==> config.mk <==
export PLATFORM = sky130hd
export DESIGN_NAME = btb_predictor
export DESIGN_NICKNAME = d
export VERILOG_FILES = /design/src/rtl/btb_predictor.sv
export SDC_FILE = /design/constraint.sdc
export NUM_CORES = 1
export LEC_CHECK = 0
export ABC_AREA = 1
export BUFFER_PORTS_ARGS = -buffer_cell sky130_fd_sc_hd__buf_4
export CAP_MARGIN = 25
export CORE_MARGIN = 2
export CORE_UTILIZATION = 55
export CTS_CLUSTER_SIZE = 30
export DETAILED_ROUTE_END_ITERATION = 7
export GPL_TIMING_DRIVEN = 0
export PLACE_DENSITY = 0.74
export SYNTH_ARGS = -nofsm -noshare
export SYNTH_HDL_FRONTEND = slang
export SYNTH_SLANG_ARGS = --single-unit
==> constraint.sdc <==
create_clock -name clk -period 11.15 [get_ports clk]
set_input_delay 0.5575 -clock clk [delete_from_list [all_inputs] [get_ports clk]]
set_output_delay 0.5575 -clock clk [all_outputs]
set_load 0.03 [all_outputs]
==> src/rtl/btb_predictor.sv <==
// Direct-mapped branch target buffer with 2-bit counters and a saturating mispredict count.
// Lookup is combinational from current state; updates land on the clock edge with no backpressure.
module btb_predictor #(
  parameter int ENTRIES = 16,
  parameter int PC_W    = 12,
  parameter int CNT_W   = 16
) (
  input  logic             clk,
  input  logic             rst,
  input  logic [PC_W-1:0]  lk_pc,
  output logic             pred_hit,
  output logic             pred_taken,
  output logic [PC_W-1:0]  pred_next,
  input  logic             upd_valid,
  input  logic [PC_W-1:0]  upd_pc,
  input  logic             upd_taken,
  input  logic [PC_W-1:0]  upd_target,
  input  logic             upd_mispredict,
  input  logic             flush,
  output logic [CNT_W-1:0] mispred_cnt
);

  localparam int IDX_W = $clog2(ENTRIES);
  localparam int TAG_W = PC_W - IDX_W - 2;

  logic              valid_q  [ENTRIES];
  logic [TAG_W-1:0]  tag_q    [ENTRIES];
  logic [PC_W-1:0]   target_q [ENTRIES];
  logic [1:0]        ctr_q    [ENTRIES];
  logic [CNT_W-1:0]  mispred_cnt_q, mispred_cnt_d;

  logic [IDX_W-1:0]  lk_idx, upd_idx;
  logic [TAG_W-1:0]  lk_tag, upd_tag;
  logic              upd_hit;
  logic              entry_we;
  logic              valid_d;
  logic [TAG_W-1:0]  tag_d;
  logic [PC_W-1:0]   target_d;
  logic [1:0]        ctr_d;

  // PC bits [1:0] never take part in indexing or tagging.
  logic unused_pc_bits;
  assign unused_pc_bits = ^{lk_pc[1:0], upd_pc[1:0]};

  assign lk_idx  = lk_pc[IDX_W+1:2];
  assign lk_tag  = lk_pc[PC_W-1:IDX_W+2];
  assign upd_idx = upd_pc[IDX_W+1:2];
  assign upd_tag = upd_pc[PC_W-1:IDX_W+2];

  assign pred_hit   = valid_q[lk_idx] && (tag_q[lk_idx] == lk_tag);
  assign pred_taken = pred_hit && ctr_q[lk_idx][1];
  assign pred_next  = pred_taken ? target_q[lk_idx] : lk_pc + PC_W'(4);

  assign upd_hit = valid_q[upd_idx] && (tag_q[upd_idx] == upd_tag);

  always_comb begin
    entry_we = 1'b0;
    valid_d  = valid_q[upd_idx];
    tag_d    = tag_q[upd_idx];
    target_d = target_q[upd_idx];
    ctr_d    = ctr_q[upd_idx];
    if (upd_valid && !flush) begin
      if (upd_hit) begin
        entry_we = 1'b1;
        if (upd_taken) begin
          target_d = upd_target;
          if (ctr_q[upd_idx] != 2'b11) ctr_d = ctr_q[upd_idx] + 2'd1;
        end else if (ctr_q[upd_idx] != 2'b00) begin
          ctr_d = ctr_q[upd_idx] - 2'd1;
        end
      end else if (upd_taken) begin
        entry_we = 1'b1;
        valid_d  = 1'b1;
        tag_d    = upd_tag;
        target_d = upd_target;
        ctr_d    = 2'b10;
      end
    end
  end

  always_comb begin
    mispred_cnt_d = mispred_cnt_q;
    if (upd_valid && upd_mispredict && (mispred_cnt_q != {CNT_W{1'b1}}))
      mispred_cnt_d = mispred_cnt_q + CNT_W'(1);
  end

  always_ff @(posedge clk or posedge rst) begin
    if (rst) begin
      for (int i = 0; i < ENTRIES; i++) begin
        valid_q[i]  <= 1'b0;
        tag_q[i]    <= '0;
        target_q[i] <= '0;
        ctr_q[i]    <= 2'b01;
      end
      mispred_cnt_q <= '0;
    end else begin
      // Flush wins over any update on the same edge; counters and targets survive it.
      if (flush) begin
        for (int i = 0; i < ENTRIES; i++) valid_q[i] <= 1'b0;
      end else if (entry_we) begin
        valid_q[upd_idx]  <= valid_d;
        tag_q[upd_idx]    <= tag_d;
        target_q[upd_idx] <= target_d;
        ctr_q[upd_idx]    <= ctr_d;
      end
      mispred_cnt_q <= mispred_cnt_d;
    end
  end

  assign mispred_cnt = mispred_cnt_q;

endmodule

==> impl_summary.log <==
INFO  metric max-cap-violations = 0
INFO  metric setup.reg_to_reg.worst_slack = 8.01 ns
INFO  metric port-buffer-count = 66
INFO  metric power-per-cell-area = about 150 mW/mm^2
INFO  metric post-cts-setup-buffer-count = 0
INFO  metric seq_area_frac_synth = around 46%
INFO  metric drv_slew = 0
INFO  metric synthesis.yosys.warnings = 0
INFO  metric avgRoutedWirePerCell = approximately 27 um
INFO  metric die_area = roughly 0.037 mm^2
INFO  metric drt-pass1-iter-count = 8
INFO  metric clkSlewWorstSetupHoldPaths = around 0.06 ns
INFO  metric timing.final.ws_setup = around 6 ns
INFO  metric avgSynthCellArea = between 7 and 8 um^2
INFO  metric finish.instance_area = ~0.022 mm^2
INFO  metric routed_wl = between 80 and 90 mm
INFO  metric areaGrowthSynthToFinish = 13.3%
INFO  metric timing.slew.headroom = 21.0%
INFO  metric synthesis.nets = 2668
INFO  metric detailroute.via_count = roughly 21000
INFO  metric worstPathCellList = buf_4 > buf_2 > clkbuf_1 > clkbuf_1 > clkbuf_1 > o21ai_0 > o221ai_1 > nand3_1 > nand3_1 > nand3_1 > nand2_1 > buf_4
INFO  metric global_route.usage.total = around 47%
INFO  metric critical_path_required = roughly 11 ns
INFO  metric synth.lib_cells_used.distinct = between 40 and 50
INFO  metric grt_overflow = 0
INFO  metric via_count_of_the_first_global_routing_pass = about 20000
INFO  metric grt_first_pass_wirelength = 126 mm
INFO  metric synth-seq-cells = 352
INFO  metric layout.area.seq = between 0.008 and 0.009 mm^2
INFO  metric critical_path.max_fanout = 10
INFO  metric placement.cell_area = 0.0205 mm^2
INFO  metric final_critical_path_share_of_the_clock_period = between 40 and 50%
INFO  metric cp_top_family = buffers and inverters
INFO  metric numCtsBuffers = 40
INFO  metric mappedNetlistArea = about 0.019 mm^2
INFO  metric timing.fmax = between 150 and 200 MHz
INFO  metric power.static_leakage = between 10 and 15 nW
INFO  metric pin_count_of_the_biggest_net_entering_global_routing = around 120
INFO  metric num_io_pins = 72
INFO  metric dominantRegCellSynth = dfrtp_1
INFO  metric drive_above_1_share = a little under 10%
INFO  metric timing_worst_setup_path_type = input port to primary output
INFO  metric dp_worst_setup_slack = between 6 and 7 ns
INFO  metric rsz0062_at_grt = no
INFO  metric max_stage_delay = 0.86 ns
INFO  metric tritoncts_num_sinks = ~350
INFO  metric drcViolationCount = 0
INFO  metric hold_path_class = input port to register
INFO  metric power_report.internal_total = 2.34 mW
INFO  metric finClkSkew = between 0.015 and 0.02 ns
INFO  metric most-common-layout-cells = nand2_1 (984), dfrtp_1 (336), o21ai_0 (321)
INFO  metric holdBufCountCts = 1
INFO  metric multi_input_area = between 0.009 and 0.01 mm^2
INFO  metric start_util = 55.9%
INFO  metric worstMarginPinSlew = around 1.2 ns
INFO  metric layout.cells.most_common = nand2_1
INFO  metric hold_viol = 0
INFO  metric power_frac_clock = a little over two fifths
INFO  metric grt_antenna_before_repair = 2
INFO  metric ir_drop = between 0.1 and 0.15 mV
INFO  metric asyncSetResetFlopFracSynth = 100%
INFO  metric first_iter_violations = a little under 4000
INFO  metric resize_count_post_cts = 0
INFO  metric dieWidth = between 150 and 200 um
INFO  metric placeableCoreArea = 0.0346 mm^2
INFO  metric power.switching_fraction = ~29%
INFO  metric status = finished, final reports clean
INFO  metric core.rowCount = 68
INFO  metric holdWs = 0.202 ns
INFO  metric cts_tree = yes
INFO  metric setup_viol = 0
INFO  metric crit_arrival = 4.49 ns
INFO  metric postRouteAntennaNets = 0
INFO  metric synthCells = 2624
INFO  metric critical_path.n_buffers_inverters = 6
INFO  metric critical_path.endpoint_type = primary output
INFO  metric post-dp-hpwl = roughly 59 mm
INFO  metric period_needed = about 5 ns
INFO  metric cts_buffer_depth = 3
INFO  metric clock_tree.htree_level_count = 2
INFO  metric dieHeight = around 190 um
INFO  metric synth_edf_count = 0
INFO  metric p_comb_share = approximately 14%
INFO  metric post_drt_via_cell_ratio = around 6.6
INFO  metric layout.nets = ~2800
INFO  metric reg_power_share = 42.5%
INFO  metric nFillCells = between 3000 and 4000
INFO  metric clk_root_buffer_cell = clkbuf_16
INFO  metric switchingPower = 0.969 mW
INFO  metric gp_congestion = around 1.0
INFO  metric clock_latency = just under 0.6 ns
INFO  metric critPathLaunchType = input port
INFO  metric timing.critical_path.slowest_stage_cell = clkbuf_1
power by group through the flow:
stage / clock (mW) / combinational [mW] / sequential, mW
global route: 1.48 / 0.499 / 1.41
CTS: 1.42 / 0.448 / 1.40
finish: 1.43 / 0.471 / 1.40
global placement: 0 / 0.434 / 1.42
detailed placement: 0 / 0.446 / 1.42
floorplan: 0 / 0.250 / 1.43
logic make-up after synthesis:
logic type / synth area share (%)
multiplexers: 0.0582
buffers and inverters: 6.06
AO/OA/AOI/OAI: 21.2
adder cells (fa/ha/maj): 0.129
AND/OR/NAND/NOR: 25.9
XOR/XNOR: 1.09
flip-flops: 45.6
final cells by class:
type / instances / share of cell area, %
diodes: 4 / 0.0456
plain buffers: 190 / 4.02
clock buffers: 55 / 5.10
clock inverters: 15 / 1.18
inverters: 77 / 1.36
multi-input cells: 2005 / 42.7
flip-flops and latches: 352 / 40.3
well taps: 455 / 2.60
repair buffers: 71 / 2.75
routing by layer:
layer	vias up	track usage, %	part of all wire, %
met5	-	0	0.044
li1	8955	-	-
met1	10011	64.1	38
met3	313	19.3	17
met4	2	22.5	4.6
met2	1885	65.0	40
through the flow:
step	power, mW	TNS [ns]	util, %	cells
6_report	3.30	0	63.3	3224
5_1_grt	3.39	0	63.3	3220
4_1_cts	3.27	0	63.3	3219
3_5_place_dp	1.87	0	59.2	3148
3_3_place_gp	1.85	-991.69	59.0	3145
2_1_floorplan	1.68	0	-	2624
sequential cells by signal (all words and copies together) (netlist names):
register and cells:
target_q 192, valid_q 16, tag_q 96, ctr_q 32, mispred_cnt 16
synthesized netlist by cell type (all sizes together), types with 12 or more instances:
| master | n | area share, % |
|---|---|---|
| xor2 | 15 | 0.68 |
| buf | 93 | 2.7 |
| clkbuf | 97 | 1.9 |
| nand3 | 63 | 1.7 |
| nand4 | 13 | 0.42 |
| a21boi | 12 | 1.0 |
| dfstp | 16 | 2.2 |
| inv | 76 | 1.5 |
| o21ai | 394 | 10 |
| nor2 | 198 | 3.9 |
| o221ai | 19 | 0.86 |
| o22ai | 36 | 1.2 |
| nand2 | 994 | 19 |
| a22oi | 100 | 3.9 |
| dfrtp | 336 | 43 |
| a21oi | 97 | 2.6 |
| nor3 | 12 | 0.31 |
| o211ai | 18 | 0.70 |
worst paths after layout:
check | start | to | cells past startpoint
setup / recovery | lk_pc[3] | pred_next[3] | 12
hold reg to reg | ctr_q[10] | ctr_q[10] | 2
min in group asynchronous | rst | target_q[137] | 3
hold / removal | flush | valid_q[14] | 2
max in group asynchronous | rst | valid_q[12] | 5
setup reg to reg | target_q[136] | target_q[52] | 6
No activity file was read; power rests on OpenSTA's default activity.
